--- src/rtl/decode_hazard_ctrl_pkg.sv ---
// Shared types and constants for the decode-stage hazard controller:
// in-flight tag record, bypass select encoding, opcode classes, FSM states.
package decode_hazard_ctrl_pkg;

    localparam int HZ_REG_W = 5;
    localparam int HZ_OPC_W = 7;

    // One in-flight instruction as seen by the hazard logic.
    typedef struct packed {
        logic                valid;
        logic [HZ_REG_W-1:0] rd;
        logic                writes;
        logic                is_load;
    } hazard_tag_t;

    typedef enum logic [1:0] {
        BP_RF  = 2'd0,
        BP_ALU = 2'd1,
        BP_MEM = 2'd2
    } bypass_sel_e;

    // Opcode classes; R-format occupies the whole 0x00..0x0F block.
    localparam logic [HZ_OPC_W-1:0] OPC_RTYPE   = 7'h00;
    localparam logic [HZ_OPC_W-1:0] OPC_LOAD_W  = 7'h10;
    localparam logic [HZ_OPC_W-1:0] OPC_LOAD_B  = 7'h11;
    localparam logic [HZ_OPC_W-1:0] OPC_STORE_W = 7'h12;
    localparam logic [HZ_OPC_W-1:0] OPC_STORE_B = 7'h13;
    localparam logic [HZ_OPC_W-1:0] OPC_BEQ     = 7'h30;
    localparam logic [HZ_OPC_W-1:0] OPC_JUMP    = 7'h31;

    // Scheduler states kept as plain constants so the encoding stays fixed.
    typedef logic [1:0] hz_state_e;
    localparam hz_state_e ST_RUN      = 2'd0;
    localparam hz_state_e ST_LU_STALL = 2'd1;
    localparam hz_state_e ST_MEM_WAIT = 2'd2;
    localparam hz_state_e ST_FLUSH    = 2'd3;

    // Build the tag record for the instruction sitting in decode.
    // Stores, branches, jumps and unknown opcodes never write; r0 is never a target.
    function automatic hazard_tag_t decode_tag(input logic [HZ_OPC_W-1:0] opc,
                                               input logic [HZ_REG_W-1:0] rd);
        hazard_tag_t t;
        t         = '0;
        t.valid   = 1'b1;
        t.rd      = rd;
        if (opc[HZ_OPC_W-1:4] == OPC_RTYPE[HZ_OPC_W-1:4]) begin
            t.writes = 1'b1;
        end else if (opc == OPC_LOAD_W || opc == OPC_LOAD_B) begin
            t.writes  = 1'b1;
            t.is_load = 1'b1;
        end
        if (rd == '0) begin
            t.writes = 1'b0;
        end
        return t;
    endfunction

endpackage

--- src/rtl/decode_hazard_ctrl_if.sv ---
// Decode-stage interface: instruction fields and pipeline status in,
// stall / issue / bypass / flush controls out.
interface decode_hazard_ctrl_if
    import decode_hazard_ctrl_pkg::*;
#(
    parameter int REG_ADDR_W = HZ_REG_W,
    parameter int OPC_W      = HZ_OPC_W
);
    logic                  dec_valid;
    logic [OPC_W-1:0]      dec_opcode;
    logic [REG_ADDR_W-1:0] dec_rd;
    logic [REG_ADDR_W-1:0] dec_ra;
    logic [REG_ADDR_W-1:0] dec_rb;
    logic                  dec_use_ra;
    logic                  dec_use_rb;
    logic                  mem_busy;
    logic                  exc_valid;

    logic                  stall_decode;
    logic                  issue_valid;
    logic [1:0]            bypass_sel_a;
    logic [1:0]            bypass_sel_b;
    logic                  flush;

    // Pipeline side: presents the decode instruction and stage status.
    modport master (
        output dec_valid, dec_opcode, dec_rd, dec_ra, dec_rb,
        output dec_use_ra, dec_use_rb, mem_busy, exc_valid,
        input  stall_decode, issue_valid, bypass_sel_a, bypass_sel_b, flush
    );

    // Hazard controller side.
    modport slave (
        input  dec_valid, dec_opcode, dec_rd, dec_ra, dec_rb,
        input  dec_use_ra, dec_use_rb, mem_busy, exc_valid,
        output stall_decode, issue_valid, bypass_sel_a, bypass_sel_b, flush
    );
endinterface

--- src/rtl/decode_hazard_ctrl_hazard_src_match.sv ---
// Compares one decode source register against the ALU and MEM stage tags.
// Produces the operand bypass select and a load-use flag for that source.
module hazard_src_match
    import decode_hazard_ctrl_pkg::*;
#(
    parameter int REG_ADDR_W = HZ_REG_W
) (
    input  logic                  use_i,
    input  logic [REG_ADDR_W-1:0] src_i,
    input  hazard_tag_t           ex_tag_i,
    input  hazard_tag_t           mem_tag_i,
    output bypass_sel_e           sel_o,
    output logic                  load_use_o
);

    logic ex_hit;
    logic mem_hit;

    assign ex_hit  = use_i && ex_tag_i.valid  && ex_tag_i.writes  && (ex_tag_i.rd  == src_i);
    assign mem_hit = use_i && mem_tag_i.valid && mem_tag_i.writes && (mem_tag_i.rd == src_i);

    // Younger ALU result wins; a load in ALU has no data yet, so fall back to MEM.
    always_comb begin
        if (ex_hit && !ex_tag_i.is_load) begin
            sel_o = BP_ALU;
        end else if (mem_hit) begin
            sel_o = BP_MEM;
        end else begin
            sel_o = BP_RF;
        end
    end

    assign load_use_o = ex_hit && ex_tag_i.is_load;

endmodule

--- src/rtl/decode_hazard_ctrl.sv ---
// Decode-stage scheduler: tracks ALU/MEM destination tags, drives the
// operand bypass selects and sequences load-use, memory-busy and flush freezes.
module decode_hazard_ctrl
    import decode_hazard_ctrl_pkg::*;
#(
    parameter int REG_ADDR_W   = HZ_REG_W,
    parameter int OPC_W        = HZ_OPC_W,
    parameter int FLUSH_CYCLES = 2
) (
    input  logic                 clock,
    input  logic                 reset_c,
    decode_hazard_ctrl_if.slave  bus
);

    localparam logic [3:0] FLUSH_LOAD = 4'(FLUSH_CYCLES);

    hz_state_e   state_q, state_d;
    logic [3:0]  cnt_q, cnt_d;
    hazard_tag_t ex_tag_q, ex_tag_d;
    hazard_tag_t mem_tag_q, mem_tag_d;

    logic [OPC_W-1:0] dec_opc;
    hazard_tag_t      dec_tag;
    bypass_sel_e      sel_a;
    bypass_sel_e      sel_b;
    logic             lu_a;
    logic             lu_b;
    logic             load_use;
    logic             stall;
    logic             issue;

    assign dec_opc = bus.dec_opcode;
    assign dec_tag = decode_tag(dec_opc, bus.dec_rd);

    hazard_src_match #(.REG_ADDR_W(REG_ADDR_W)) u_match_a (
        .use_i      (bus.dec_use_ra),
        .src_i      (bus.dec_ra),
        .ex_tag_i   (ex_tag_q),
        .mem_tag_i  (mem_tag_q),
        .sel_o      (sel_a),
        .load_use_o (lu_a)
    );

    hazard_src_match #(.REG_ADDR_W(REG_ADDR_W)) u_match_b (
        .use_i      (bus.dec_use_rb),
        .src_i      (bus.dec_rb),
        .ex_tag_i   (ex_tag_q),
        .mem_tag_i  (mem_tag_q),
        .sel_o      (sel_b),
        .load_use_o (lu_b)
    );

    assign load_use = bus.dec_valid && (lu_a || lu_b);

    // The exception cycle itself also holds decode, so the flush window is
    // that cycle plus FLUSH_CYCLES cycles spent in ST_FLUSH.
    assign stall = bus.exc_valid || (state_q != ST_RUN) || bus.mem_busy || load_use;
    assign issue = bus.dec_valid && !stall && (state_q == ST_RUN) && !bus.exc_valid;

    assign bus.stall_decode = stall;
    assign bus.issue_valid  = issue;
    assign bus.bypass_sel_a = sel_a;
    assign bus.bypass_sel_b = sel_b;
    assign bus.flush        = bus.exc_valid;

    // Next-state: exception beats everything, then per-state sequencing.
    always_comb begin
        // NOTE: every output of this block gets a default first, so no path leaves it unassigned and no latch is inferred.
        state_d   = state_q;
        cnt_d     = cnt_q;
        ex_tag_d  = ex_tag_q;
        mem_tag_d = mem_tag_q;

        if (bus.exc_valid) begin
            state_d   = ST_FLUSH;
            cnt_d     = FLUSH_LOAD;
            ex_tag_d  = '0;
            mem_tag_d = '0;
        end else begin
            case (state_q)
                ST_RUN: begin
                    if (bus.mem_busy) begin
                        state_d = ST_MEM_WAIT;
                    end else begin
                        // A load-use stall advances too: the load moves to MEM, a bubble enters ALU.
                        if (load_use) begin
                            state_d = ST_LU_STALL;
                        end
                        mem_tag_d = ex_tag_q;
                        ex_tag_d  = issue ? dec_tag : '0;
                    end
                end
                ST_LU_STALL: begin
                    state_d = ST_RUN;
                end
                ST_MEM_WAIT: begin
                    if (!bus.mem_busy) begin
                        state_d   = ST_RUN;
                        mem_tag_d = ex_tag_q;
                        ex_tag_d  = '0;
                    end
                end
                ST_FLUSH: begin
                    if (cnt_q <= 4'd1) begin
                        state_d = ST_RUN;
                        cnt_d   = 4'd0;
                    end else begin
                        cnt_d = cnt_q - 4'd1;
                    end
                end
                default: begin
                    state_d = ST_RUN;
                end
            endcase
        end
    end

    // State, counter and tag registers with asynchronous clear.
    always_ff @(posedge clock or negedge reset_c) begin
        // NOTE: non-blocking assignments so every register samples pre-edge values regardless of statement order.
        if (!reset_c) begin
            state_q   <= ST_RUN;
            cnt_q     <= 4'd0;
            ex_tag_q  <= '0;
            mem_tag_q <= '0;
        end else begin
            state_q   <= state_d;
            cnt_q     <= cnt_d;
            ex_tag_q  <= ex_tag_d;
            mem_tag_q <= mem_tag_d;
        end
    end

endmodule

--- src/flat_wrapper.sv ---
// flat-port wrapper written by rule: the top's interface ports become plain ports
module decode_hazard_ctrl_flat import decode_hazard_ctrl_pkg::*;
#(
    parameter int REG_ADDR_W   = HZ_REG_W,
    parameter int OPC_W        = HZ_OPC_W,
    parameter int FLUSH_CYCLES = 2
)
  (clock, reset_c, bus_dec_valid, bus_dec_opcode, bus_dec_rd, bus_dec_ra, bus_dec_rb, bus_dec_use_ra, bus_dec_use_rb, bus_mem_busy, bus_exc_valid, bus_stall_decode, bus_issue_valid, bus_bypass_sel_a, bus_bypass_sel_b, bus_flush);
  decode_hazard_ctrl_if #(.REG_ADDR_W(REG_ADDR_W), .OPC_W(OPC_W)) bus_i ();
  input  logic clock;
  input  logic reset_c;
  input wire logic [$bits(bus_i.dec_valid)-1:0] bus_dec_valid;
  input wire logic [$bits(bus_i.dec_opcode)-1:0] bus_dec_opcode;
  input wire logic [$bits(bus_i.dec_rd)-1:0] bus_dec_rd;
  input wire logic [$bits(bus_i.dec_ra)-1:0] bus_dec_ra;
  input wire logic [$bits(bus_i.dec_rb)-1:0] bus_dec_rb;
  input wire logic [$bits(bus_i.dec_use_ra)-1:0] bus_dec_use_ra;
  input wire logic [$bits(bus_i.dec_use_rb)-1:0] bus_dec_use_rb;
  input wire logic [$bits(bus_i.mem_busy)-1:0] bus_mem_busy;
  input wire logic [$bits(bus_i.exc_valid)-1:0] bus_exc_valid;
  output wire logic [$bits(bus_i.stall_decode)-1:0] bus_stall_decode;
  output wire logic [$bits(bus_i.issue_valid)-1:0] bus_issue_valid;
  output wire logic [$bits(bus_i.bypass_sel_a)-1:0] bus_bypass_sel_a;
  output wire logic [$bits(bus_i.bypass_sel_b)-1:0] bus_bypass_sel_b;
  output wire logic [$bits(bus_i.flush)-1:0] bus_flush;
  assign bus_i.dec_valid = bus_dec_valid;
  assign bus_i.dec_opcode = bus_dec_opcode;
  assign bus_i.dec_rd = bus_dec_rd;
  assign bus_i.dec_ra = bus_dec_ra;
  assign bus_i.dec_rb = bus_dec_rb;
  assign bus_i.dec_use_ra = bus_dec_use_ra;
  assign bus_i.dec_use_rb = bus_dec_use_rb;
  assign bus_i.mem_busy = bus_mem_busy;
  assign bus_i.exc_valid = bus_exc_valid;
  assign bus_stall_decode = bus_i.stall_decode;
  assign bus_issue_valid = bus_i.issue_valid;
  assign bus_bypass_sel_a = bus_i.bypass_sel_a;
  assign bus_bypass_sel_b = bus_i.bypass_sel_b;
  assign bus_flush = bus_i.flush;
  decode_hazard_ctrl #(.REG_ADDR_W(REG_ADDR_W), .OPC_W(OPC_W), .FLUSH_CYCLES(FLUSH_CYCLES)) u_core (.clock(clock), .reset_c(reset_c), .bus(bus_i));
endmodule
--- config.mk ---
export PLATFORM = sky130hd
export DESIGN_NAME = decode_hazard_ctrl_flat
export DESIGN_NICKNAME = d
export VERILOG_FILES = /design/src/rtl/decode_hazard_ctrl_pkg.sv /design/src/rtl/decode_hazard_ctrl_if.sv /design/src/rtl/decode_hazard_ctrl_hazard_src_match.sv /design/src/rtl/decode_hazard_ctrl.sv /design/src/flat_wrapper.sv
export SDC_FILE = /design/constraint.sdc
export NUM_CORES = 1
export LEC_CHECK = 0
export CORE_AREA = 2 2 47 67
export DETAILED_ROUTE_END_ITERATION = 6
export DIE_AREA = 0 0 49 69
export GPL_ROUTABILITY_DRIVEN = 0
export PLACE_DENSITY = 0.72
export SLEW_MARGIN = 20
export SYNTH_ARGS = -nofsm -noshare
export SYNTH_HDL_FRONTEND = slang
export SYNTH_SLANG_ARGS = --single-unit
--- constraint.sdc ---
create_clock -name clock -period 1.8 [get_ports clock]
set_input_delay 0.36 -clock clock [delete_from_list [all_inputs] [get_ports clock]]
set_output_delay 0.36 -clock clock [all_outputs]
set_load 0.01 [all_outputs]
Word level (Yosys, flattened, before mapping) --
Cells that the tools add are included.
Storage, ports and cells: register bits 21, bits of input ports 29, word-level logic and storage cells 89, output and inout port bits 7
Cells by class: eq/ne operators 14, reduce and logical (&&, ||, !) cells 39, muxes and demuxes 25, order comparisons 1, add/sub/neg operators 1
Operator list (count):
- two-way mux 8 bit | 7
- == test 5 bit | 4
- logical AND 1 bit | 20
- two-way mux 2 bit | 10
- one-hot mux 8 bit (2 select lines) | 1
- == test 7 x 5 -> 1 bit, second input constant | 2
- two-way mux 4 bit | 3
- one-hot mux 2 bit (4 select lines) | 1
- != test 3 bit, second input constant | 2
- AND reduction 3 bit | 2
- nonzero test 2 bit | 3
- logical NOT 5 bit | 1
- logical OR 1 bit | 5
- == test 2 bit, second input constant | 2
- less-or-equal comparator 4 x 1 -> 1 bit, second input constant | 1
- != test 4 x 3 -> 1 bit, second input constant | 1
- subtractor 4 x 1 -> 4 bit, second input constant | 1
- logical NOT 1 bit | 3
- logical NOT 3 bit | 1
- two-way mux 1 bit | 3
- != test 3 x 2 -> 1 bit, second input constant | 1
- nonzero test 3 bit | 1
- == test 2 x 1 -> 1 bit, second input constant | 1
- logical NOT 2 bit | 1
- 3 further kinds | 3

Depth between registers and ports, before layout --
Gate-level depths: netlist (run 1).
depth in word-level cells 15, mapped depth 7, depth with buffers taken out 7

Hierarchy --
A second synthesis (run 1) with hierarchy kept.
Second synthesis, totals: cells, all modules 143, area, all modules 1347.5 sq um
Modules (own cells, without submodules):
- decode_hazard_ctrl | cells each 105, area an instance 1024.7 sq um, instances 1, sequential area each 550.5 sq um
- hazard_src_match | cells each 19, area an instance 161.4 sq um, instances 2, sequential area each 0.0 sq um

Worst setup path after synthesis (run 1) --
No wires, ideal clock.
path kind register to output, from register u_core.ex_tag_q[3] in the netlist's numbering, to output port bus_bypass_sel_a[1], path buffers 0, cell stages (with the launch flop) 6, required time 1440 ps, path slack -12 ps, data arrival time 1452 ps, cells stage by stage dfrtp_1 > xnor2_1 > nand4_1 > nor3_2 > nor3b_1 > nor3_1
Between the ends: longest elaborated chain between the ends 4
RTL lines:
- start, declared | RTL line decode_hazard_ctrl.sv:19 | hazard_tag_t ex_tag_q, ex_tag_d;
- start signal, assigned | RTL line decode_hazard_ctrl.sv:129 | ex_tag_q <= ex_tag_d;
- == test 5 bit | RTL line decode_hazard_ctrl_hazard_src_match.sv:19 | assign ex_hit = use_i && ex_tag_i.valid && ex_tag_i.writes && (ex_tag_i.rd == src_i);
- logical AND 1 bit | RTL line decode_hazard_ctrl_hazard_src_match.sv:19
- logical AND 1 bit | RTL line decode_hazard_ctrl_hazard_src_match.sv:24 | if (ex_hit && !ex_tag_i.is_load) begin
- two-way mux 2 bit | RTL line decode_hazard_ctrl_hazard_src_match.sv:24
- end, declared | RTL line flat_wrapper.sv:23 | output wire logic [$bits(bus_i.bypass_sel_a)-1:0] bus_bypass_sel_a;
No other way between the ends.

Final worst setup path (run 1) --
from register u_core.ex_tag_q[4] in the netlist's numbering, to output port bus_bypass_sel_a[1]
Same word-level chain as after synthesis.

==> results of run 1 <==
-- logic make-up after synthesis --
group	Yosys count	share of synthesized area, %
compound gates	25	14.81
flops	21	42.90
simple gates	53	23.19
xor+xnor	20	14.30
buf+inv	6	2.758
fa+ha+maj	2	2.043
-- cell usage in the layout (no fill, tap or decap), types with 2 or more instances in the layout --
| master | count |
|---|---|
| buf_4 | 37 |
| dfrtp_1 | 21 |
| xnor2_1 | 18 |
| nand2_1 | 17 |
| clkdlybuf4s50_1 | 16 |
| dlygate4sd2_1 | 12 |
| a21oi_1 | 11 |
| nor2_1 | 9 |
| a22o_1 | 7 |
| nand4_1 | 6 |
| buf_2 | 6 |
| nor3_1 | 5 |
| inv_1 | 3 |
| clkbuf_8 | 3 |
| xor2_1 | 2 |
| nor3_2 | 2 |
| nand2_2 | 2 |
| nor3b_4 | 2 |
| or4_1 | 2 |
| o31ai_1 | 2 |
| ha_1 | 2 |
| buf_6 | 2 |
-- per-stage QoR --
| stage | util, % | power [W] | hold WS [ps] |
|---|---|---|---|
| 6_report | 68.89 | 0.001377 | 431.5 |
| 5_1_grt | 68.89 | 0.001467 | 464.3 |
| 4_1_cts | 68.22 | 0.001382 | 438.2 |
| 3_5_place_dp | 66.25 | 0.001073 | 528.4 |
| 3_3_place_gp | 66.25 | 0.001045 | 488.9 |
| 2_1_floorplan | - | 0.0008398 | 64.41 |
-- final cells by class --
class	instances	area, sq um
Sequential cell	21	525.5
Multi-Input combinational cell	100	699.4
Tap cell	37	46.29
Inverter	3	11.26
Fill cell	233	868.3
Clock buffer	4	45.04
Timing Repair Buffer	73	595.6
-- final timing paths --
check | start | endpoint | cells past startpoint
worst min register to register | u_core.cnt_q[1]$_DFFE_PN0P_ | u_core.cnt_q[1]$_DFFE_PN0P_ | 2
worst max register to register | u_core.ex_tag_q[4]$_DFFE_PN0P_ | u_core.ex_tag_q[4]$_DFFE_PN0P_ | 7
max in group asynchronous | reset_c | u_core.ex_tag_q[4]$_DFFE_PN0P_ | 2
worst min-delay path | reset_c | u_core.state_q[1]$_DFFE_PN0P_ | 2
worst max-delay path | u_core.ex_tag_q[4]$_DFFE_PN0P_ | bus_bypass_sel_a[1] | 7
min in group clock | u_core.cnt_q[1]$_DFFE_PN0P_ | u_core.cnt_q[1]$_DFFE_PN0P_ | 2
-- routing by layer --
layer  track usage (%)  vias to the layer above  wire length (um)
met1             24.79                      599              1378
met2             46.12                       40              2037
met4             10.16                        0                84
met5                 0                        -                 0
met3             2.381                        7               106
li1                  -                      606                 -
-- timing repair --
| action | CTS | global route |
|---|---|---|
| pin swaps | 20 | 6 |
| endpoints found under the setup margin | 15 | 14 |
| hold buffers | 0 | 0 |
| cloned | 0 | 0 |
| setup buffers | 4 | 2 |
| resized for setup | 44 | 1 |
-- report_power, final --
part	internal, W	total [W]	switching [W]
combinational	0.000239	0.000488	0.000249
sequential	0.000527	0.000580	0.0000524
clock	0.000158	0.000310	0.000152
-- state kept, by name, indices dropped and copies added, names as in the netlist --
signal and cells:
u_core.cnt_q 4, u_core.ex_tag_q 8, u_core.mem_tag_q 7, u_core.state_q 2
==> qor.yml, run 1 <==
crit_path_end_kind: "output port"
root_buffer: "clkbuf_8"
route.antenna.remaining_nets: 0
initial_utilization_pct: 43.88
synth-seq-cells: 21
ir_drop_mv: 0.6497
syn-instance-count: 127
synth_most_common_cell: "dfrtp_1"
stdcell_area_sq_um: 1923
placed_cells: 229
ys.flop_type: "dfrtp_1"
crit_buf_inv: 2
drtPass1Iterations: 4
area_growth_pct: 57.00
cts_tree: "yes"
fin_crit_sh_pct: 114.3
fp.dieW_um: 49
place_area_sq_um: 1849
cp_cell_sequence: "xnor2_1 -> nand4_1 -> nor3_2 -> buf_4 -> nor3b_4 -> nor3_2 -> buf_2"
grt_antenna_before_repair: 0
pwr_density_cell_nw_per_um2: 716.3
via_per_inst: 5.261
ys_top_cells_by_area: "dfrtp_1, xnor2_1, nand2_1"
ys_seq_area_share_pct: 42.90
finalSetupViolations: 6
fin_skew_ps: 3.995
fin_cells: 238
cp_slowest_cell: "dfrtp_1"
critPathMaxStageDelay_ps: 430
die_area_sq_um: 3381
yosys.area.top_type: "dfrtp_1"
drc_errors: 0
synth_top_cells_by_count: "dfrtp_1, nand2_1, xnor2_1, a21oi_1, nor2_1"
crit_path_start_kind: "flop"
portBuffers: 34
r2r_slack_ps: 40
ios: 36
cpLargestDelayFamily: "simple AND/OR/NAND/NOR gates"
arrival_ps: 1700
syn_nets: 158
via_count: 1252
drt-wirelength-per-cell_um: 15.15
row_count: 23
clkSinkCount: 21
p_leak_nw: 0.8582
ys.warnings.count: 0
required_ps: 1440
clkSlewWorstSetupHoldPaths_ps: 80
nNetsFinal: 233
synth.distinct_cells: 31
synth-edff-count: 0
layout-drive-gt1-share_pct: 29.35
violations: "negative setup slack"
min_period_ps: 2057
htreeDepth: 1
drtIter0Drc: 25
rsz0062_at_grt: "true"
grt_pass1_wl_mm: 6.106
grt_max_degree: 22
die-height_um: 69
tns_ps: -1190
grt_remaining_overflow: 0
grt_pass1_vias: 1324
ys_async_sr_fraction_pct: 100.0
slew_violations: 0
worstHoldPathType: "input pin to asynchronous set/reset pin"
coreArea_sq_um: 2791
cts_made_buffers: 3
post-synth-top-area-fraction_pct: 42.90
status: "finished with violations"
clk_latency_ps: 260
drv_cap: 0
drt_wl_total_mm: 3.606
tightest_slew_ps: 335.2
path_class: "flop to output port"
syn_area_sq_um: 1225
fin_ws_ps: -256.7
critPathMostFrequentCell: "nor3_2"
syn_area_per_cell_sq_um: 9.645
track_usage_pct: 23.69
path_max_fanout: 3
fmax_mhz: 486.2
hpwl_mm: 2.835
clk_path_buf_depth: 2
finalHoldViolations: 0
n_antenna_cell: 0
slew_headroom_pct: 77.48
dp_slack_ps: -753.7
(Power assumes the default switching activity.)
==> run 2, diff against run 1 <==
--- a/config.mk
+++ b/config.mk
@@ -9,7 +9,7 @@
 export DETAILED_ROUTE_END_ITERATION = 6
 export DIE_AREA = 0 0 49 69
 export GPL_ROUTABILITY_DRIVEN = 0
-export PLACE_DENSITY = 0.72
+export PLACE_DENSITY = 0.75
 export SLEW_MARGIN = 20
 export SYNTH_ARGS = -nofsm -noshare
 export SYNTH_HDL_FRONTEND = slang
==> qor.yml, run 2 (same netlist as run 1, synthesis figures left out) <==
status: "finished with violations"
violations: "negative setup slack"
slew_headroom_pct: 75.10  # -2.4 points
via_count: 1253  # +0.080%
min_period_ps: 2127  # +70.59 ps
hpwl_mm: 2.791  # -1.6%
slew_violations: 0  # unchanged
hold_buffers: 0  # unchanged
clkSinkCount: 21  # unchanged
grt_pass1_wl_mm: 6.051  # -0.90%
grt_max_degree: 22  # unchanged
fin_skew_ps: 2.646  # -1.349 ps
cts_made_buffers: 3  # unchanged
via_per_inst: 5.199  # -1.2%
top_regs: "u_core.ex_tag_q (8), u_core.mem_tag_q (7), u_core.cnt_q (4)"
seq_power_share_pct: 41.9  # -0.2 points
fin_hold_ws_ps: 431.9  # +0.4350 ps
ir_drop_mv: 0.6398  # -1.5%
fillCellCount: 234  # +0.43%
clk_latency_ps: 260  # about the same
p_sw_w: 0.0004586  # +1.2%
portBuffers: 34  # unchanged
row_count: 23  # unchanged
path_class: "flop to output port"
die_area_sq_um: 3381  # unchanged
required_ps: 1440  # about the same
n_antenna_cell: 0  # unchanged
cts_tree: "yes"
drt-wirelength-per-cell_um: 15.12  # -0.23%
drv_cap: 0  # unchanged
initial_utilization_pct: 43.88  # unchanged
fin_ws_ps: -327.3  # -70.59 ps
path_max_fanout: 3  # unchanged
layout-drive-gt1-share_pct: 32.35  # +3.0 points
final_cell_mix: "buf_4, dfrtp_1, xnor2_1, nand2_1, clkdlybuf4s50_1"
crit_path_end_kind: "output port"
nNetsFinal: 236  # +1.3%
drc_errors: 0  # unchanged
largest_reg_flops: 8  # unchanged
worstHoldPathType: "input pin to asynchronous set/reset pin"
finalSetupViolations: 6  # unchanged
swShare_pct: 33.01  # +0.11 points
fmax_mhz: 470.1  # -3.3%
regMostFlops: "u_core.ex_tag_q"
track_usage_pct: 23.38  # -0.31 points
drtIter0Drc: 13  # -48%
htreeDepth: 1  # unchanged
grt_antenna_before_repair: 0  # unchanged
ios: 36  # unchanged
arrival_ps: 1770  # +70 ps
finalHoldViolations: 0  # unchanged
layout_commonest_cell: "buf_4"
crit_path_start_kind: "flop"
drtPass1Iterations: 4  # unchanged
rsz0062_at_grt: "true"
root_buffer: "clkbuf_8"
clockPowerShare_pct: 22.0  # -0.5 points
grt_remaining_overflow: 0  # unchanged
comb_power_share_pct: 36.1  # +0.7 points
coreArea_sq_um: 2791  # unchanged
route.antenna.remaining_nets: 0  # unchanged
r2r_cells: 7  # unchanged
clk_path_buf_depth: 2  # unchanged
die-height_um: 69  # unchanged
fin_crit_sh_pct: 118.2  # +3.9 points
p_leak_nw: 0.8772  # +2.2%
clkSlewWorstSetupHoldPaths_ps: 80  # about the same
final_util_pct: 70.15  # +1.3 points
pwr_density_cell_nw_per_um2: 709.5  # -0.94%
p_int_w: 0.0009307  # +0.69%
fp.dieW_um: 49  # unchanged
tightest_slew_ps: 370.6  # +35.44 ps
area_growth_pct: 59.86
grt_pass1_vias: 1339  # +1.1%
drt_wl_total_mm: 3.643  # +1.0%
[run 2: worst paths after layout]
check                                               startpoint                               to  slack [ps]
worst max-delay path            u_core.ex_tag_q[6]$_DFFE_PN0P_              bus_bypass_sel_b[1]        -330
worst min-delay path                                   reset_c  u_core.mem_tag_q[5]$_DFFE_PN0P_         430
worst max register to register  u_core.ex_tag_q[6]$_DFFE_PN0P_   u_core.ex_tag_q[3]$_DFFE_PN0P_           0
worst min register to register     u_core.cnt_q[1]$_DFFE_PN0P_      u_core.cnt_q[1]$_DFFE_PN0P_         540
max in group asynchronous                              reset_c   u_core.ex_tag_q[5]$_DFFE_PN0P_        1130
min in group clock                 u_core.cnt_q[1]$_DFFE_PN0P_      u_core.cnt_q[1]$_DFFE_PN0P_         540
[run 2: through the flow]
step,total power [W],setup slack (ps),instance area [sq um],instances,TNS (ps)
4_1_cts,0.001389,-314.0,1934,240,-1365
3_5_place_dp,0.001072,-801.9,1864,231,-7838
3_3_place_gp,0.001043,-718.3,1864,231,-7207
5_1_grt,0.001483,-409.9,1958,241,-2447
2_1_floorplan,0.0008398,2.524,1230,127,0
6_report,0.001389,-327.3,1958,241,-1381
[run 2: timing repair]
action	in CTS	in global routing
pin swaps	21	4
resized for setup	38	7
endpoints found under the setup margin	15	15
buffers inserted	8	1
[run 2: area by class of cell]
cell class,count,area (sq um),share of cell area [%]
sequential,21,526.8,26.90
clock inverter,1,5.005,0.2556
timing repair buffer,76,621.8,31.76
inverter,3,11.26,0.5751
tap,37,46.29,2.364
clock buffer,3,41.29,2.109
multi-input combinational,100,705.7,36.04
[run 2: power groups by stage]
stage,logic [W],registers [W],clock network [W]
6_report,0.000502,0.000582,0.000306
2_1_floorplan,0.000255,0.000585,0
5_1_grt,0.000559,0.000587,0.000337
3_5_place_dp,0.000484,0.000588,0
3_3_place_gp,0.000461,0.000582,0
4_1_cts,0.000495,0.000580,0.000314
[run 2: per-layer routing]
metal	share of wire, %	vias to the layer above	global-route usage (%)	wire, um
li1	-	606	-	-
met2	58	28	45.05	2123
met1	37	612	24.54	1347
met4	2.1	0	10.16	76
met3	2.6	7	2.814	95
met5	0	-	0	0
[run 2: worst max-delay path, cell delays in order (launching register included)]
cell and delay, ps:
dfrtp_1 440, xnor2_1 160, nand4_1 220, nor4_2 350, buf_4 170, nor3_2 30
buf_2 140
==> run 3, diff against run 2 <==
--- a/config.mk
+++ b/config.mk
@@ -5,11 +5,13 @@
 export SDC_FILE = /design/constraint.sdc
 export NUM_CORES = 1
 export LEC_CHECK = 0
-export CORE_AREA = 2 2 47 67
+export ABC_AREA = 1
+export CAP_MARGIN = 40
+export CORE_AREA = 2 2 49 69
 export DETAILED_ROUTE_END_ITERATION = 6
-export DIE_AREA = 0 0 49 69
+export DIE_AREA = 0 0 51 71
 export GPL_ROUTABILITY_DRIVEN = 0
-export PLACE_DENSITY = 0.75
+export PLACE_DENSITY = 0.77
 export SLEW_MARGIN = 20
 export SYNTH_ARGS = -nofsm -noshare
 export SYNTH_HDL_FRONTEND = slang
==> qor.yml, run 3 <==
status: "completed"
reg2reg_to: "u_core.ex_tag_q[5]$_DFFE_PN0P_"
stdcell_area_sq_um: 2107  # +7.6%
clk_path_buf_depth: 2  # unchanged
fmax_mhz: 558.1  # +19%
nNetsFinal: 312  # +32%
r2r_cells: 10  # +3
slew_violations: 0  # unchanged
fin_crit_sh_pct: 99.54  # -19 points
worstHoldPathType: "input pin to asynchronous set/reset pin"
grt_pass1_vias: 1435  # +7.2%
regMostFlops: "u_core.ex_tag_q"
critPathMaxStageDelay_ps: 420  # -20 ps
layout-drive-gt1-share_pct: 25.00  # -7.4 points
fillCellCount: 259  # +11%
grt_antenna_before_repair: 0  # unchanged
row_count: 24  # +4.3%
synth.distinct_cells: 24  # -23%
drt-wirelength-per-cell_um: 11.07  # -27%
slew_headroom_pct: 77.64  # +2.5 points
clkSlewWorstSetupHoldPaths_ps: 80  # about the same
multi_input_area_sq_um: 813.3  # +15%
drtPass1Iterations: 4  # unchanged
place_area_sq_um: 2027  # +8.7%
initial_utilization_pct: 46.74  # +2.9 points
ios: 36  # unchanged
fp.dieW_um: 51  # +4.1%
final_cell_mix: "nand2_1, buf_4, nor2_1"
path_class: "flop to output port"
crit_path_start_kind: "flop"
post-synth-top-area-fraction_pct: 37.07  # -5.8 points
syn_area_per_cell_sq_um: 6.783  # -30%
drtIter0Drc: 44  # +31
synth-edff-count: 0  # unchanged
finalPower_w: 0.001422  # +2.3%
syn_area_sq_um: 1418  # +16%
final_util_pct: 69.47  # -0.68 points
seqCellArea_sq_um: 525.5  # -0.24%
layout_commonest_cell: "nand2_1"
via_per_inst: 4.759  # -8.5%
root_buffer: "clkbuf_8"
die-height_um: 71  # +2.9%
via_count: 1518  # +21%
cts_tree: "yes"
clk_latency_ps: 260  # about the same
cp_cell_sequence: "nand2_1 -> nand2_1 -> nor2_2 -> nand3_1 -> nand2_2 -> nand2_4 -> nand2_4 -> nor2_4 -> buf_6"
required_ps: 1440  # about the same
finalHoldViolations: 0  # unchanged
p_leak_nw: 1.115  # +27%
cts_made_buffers: 3  # unchanged
pwr_density_cell_nw_per_um2: 674.6  # -4.9%
htreeDepth: 1  # unchanged
r2r_slack_ps: 310  # +310 ps
crit_path_end_kind: "output port"
route.antenna.remaining_nets: 0  # unchanged
syn_nets: 240  # +52%
area_growth_pct: 48.63
yosys.area.top_type: "dfrtp_1"
track_usage_pct: 21.11  # -2.3 points
clkSinkCount: 21  # unchanged
ys_top_cells_by_area: "dfrtp_1, nand2_1, nor2_1"
tightest_slew_ps: 335.4  # -35.18 ps
arrival_ps: 1430  # -340 ps
drc_errors: 0  # unchanged
grt_pass1_wl_mm: 5.878  # -2.9%
finalSetupViolations: 0  # -6
ys_seq_area_share_pct: 37.07  # -5.8 points
fin_hold_ws_ps: 428.8  # -3.112 ps
ys.flop_type: "dfrtp_1"
n_antenna_cell: 0  # unchanged
synth_most_common_cell: "nand2_1"
drv_cap: 0  # unchanged
portBuffers: 34  # unchanged
placed_cells: 311  # +35%
ys_async_sr_fraction_pct: 100.0  # unchanged
die_area_sq_um: 3621  # +7.1%
r2r-start: "u_core.ex_tag_q[4]$_DFFE_PN0P_"
hpwl_mm: 2.809  # +0.67%
grt_remaining_overflow: 0  # unchanged
path_max_fanout: 4  # +1
cp_slowest_cell: "dfrtp_1"
ys.warnings.count: 0  # unchanged
synth-seq-cells: 21  # unchanged
fin_cells: 319  # +32%
drt_wl_total_mm: 3.531  # -3.1%
min_period_ps: 1792  # -335.5 ps
top_regs: "u_core.ex_tag_q (8), u_core.mem_tag_q (7), u_core.cnt_q (4)"
grt_max_degree: 22  # unchanged
rsz0062_at_grt: "true"
largest_reg_flops: 8  # unchanged
hold_buffers: 0  # unchanged
ir_drop_mv: 0.7300  # +14%
fin_skew_ps: 9.401  # +6.754 ps
syn-instance-count: 209  # +65%
synth_top_cells_by_count: "nand2_1, nor2_1, inv_1, dfrtp_1, nand3_1"
coreArea_sq_um: 3033  # +8.7%
==> run 3: cell types whose count changed after synthesis, sizes merged, moves of 2 or more <==
cell	delta
nand3	+13
or4	-2
inv	+26
a22o	-7
xnor2	-14
nand4	+2
o21ai	+12
nand2	+45
nor3b	-3
o31ai	-2
a21oi	-4
nor2	+22
==> run 3: cell families (layout without fill, tap and decap cells) <==
group / Yosys count / in the layout / synth area share, %
and+or+nand+nor: 127 / 127 / 40.42
buffers and inverters: 31 / 102 / 8.561
AOI/OAI and AO/OA: 21 / 21 / 7.855
DFF: 21 / 21 / 37.07
xor gates and xnor gates: 7 / 7 / 4.325
adders and majority gates: 2 / 2 / 1.765
==> run 3: worst max-delay path by stage <==
stage	startpoint	to	slack [ps]
2_1_floorplan	u_core.ex_tag_q[4]$_DFFE_PN0P_	bus_bypass_sel_a[1]	180
3_3_place_gp	bus_dec_ra[3]	bus_bypass_sel_a[1]	-590
3_5_place_dp	bus_dec_ra[1]	bus_bypass_sel_a[0]	-620
4_1_cts	u_core.ex_tag_q[4]$_DFFE_PN0P_	bus_issue_valid	-30
5_1_grt	u_core.ex_tag_q[4]$_DFFE_PN0P_	bus_issue_valid	-120
6_report	u_core.ex_tag_q[4]$_DFFE_PN0P_	bus_issue_valid	8
==> run 3: stage by stage <==
step	TNS [ps]	worst slack [ps]
after floorplan	0	183.3
after global placement	-3659	-590.8
after detailed placement	-3850	-621.0
after CTS	-26.11	-26.11
after global routing	-572.3	-116.6
final	0	8.215
==> run 3: area by class of cell <==
| cell class | instances | area share [%] |
|---|---|---|
| clock inverters | 1 | 0.3563 |
| clock buffers | 3 | 1.960 |
| flip-flops and latches | 21 | 24.94 |
| repair buffers | 69 | 26.66 |
| well taps | 39 | 2.316 |
| multi-input cells | 157 | 38.60 |
| inverters | 29 | 5.166 |
==> run 3: worst max-delay path: cells and delay by family (launching register included) <==
kind                   cells  cell delay [ps]
flip-flops                 1              420
AND/OR/NAND/NOR            8              640
buffers and inverters      1              110
==> run 3: power breakdown <==
group,leakage [nW],internal [W],switching [W],total [W]
combinational,0.813,0.000241,0.000270,0.000510
sequential,0.281,0.000536,0.0000627,0.000599
clock,0.0217,0.000156,0.000156,0.000312
total,1.12,0.000933,0.000488,0.00142
==> run 3: routing by layer <==
metal / GRT usage [%] / wire [um]
met1: 24.21 / 1471
met2: 40.40 / 1938
met3: 1.477 / 97
met4: 6.306 / 24
met5: 0 / 0
==> run 3: timing repair <==
item	in CTS	in global routing
endpoints found under the hold margin	0	0
pin swaps	12	9
gates resized for setup	43	12
setup buffers	4	0
setup endpoints to repair	7	6
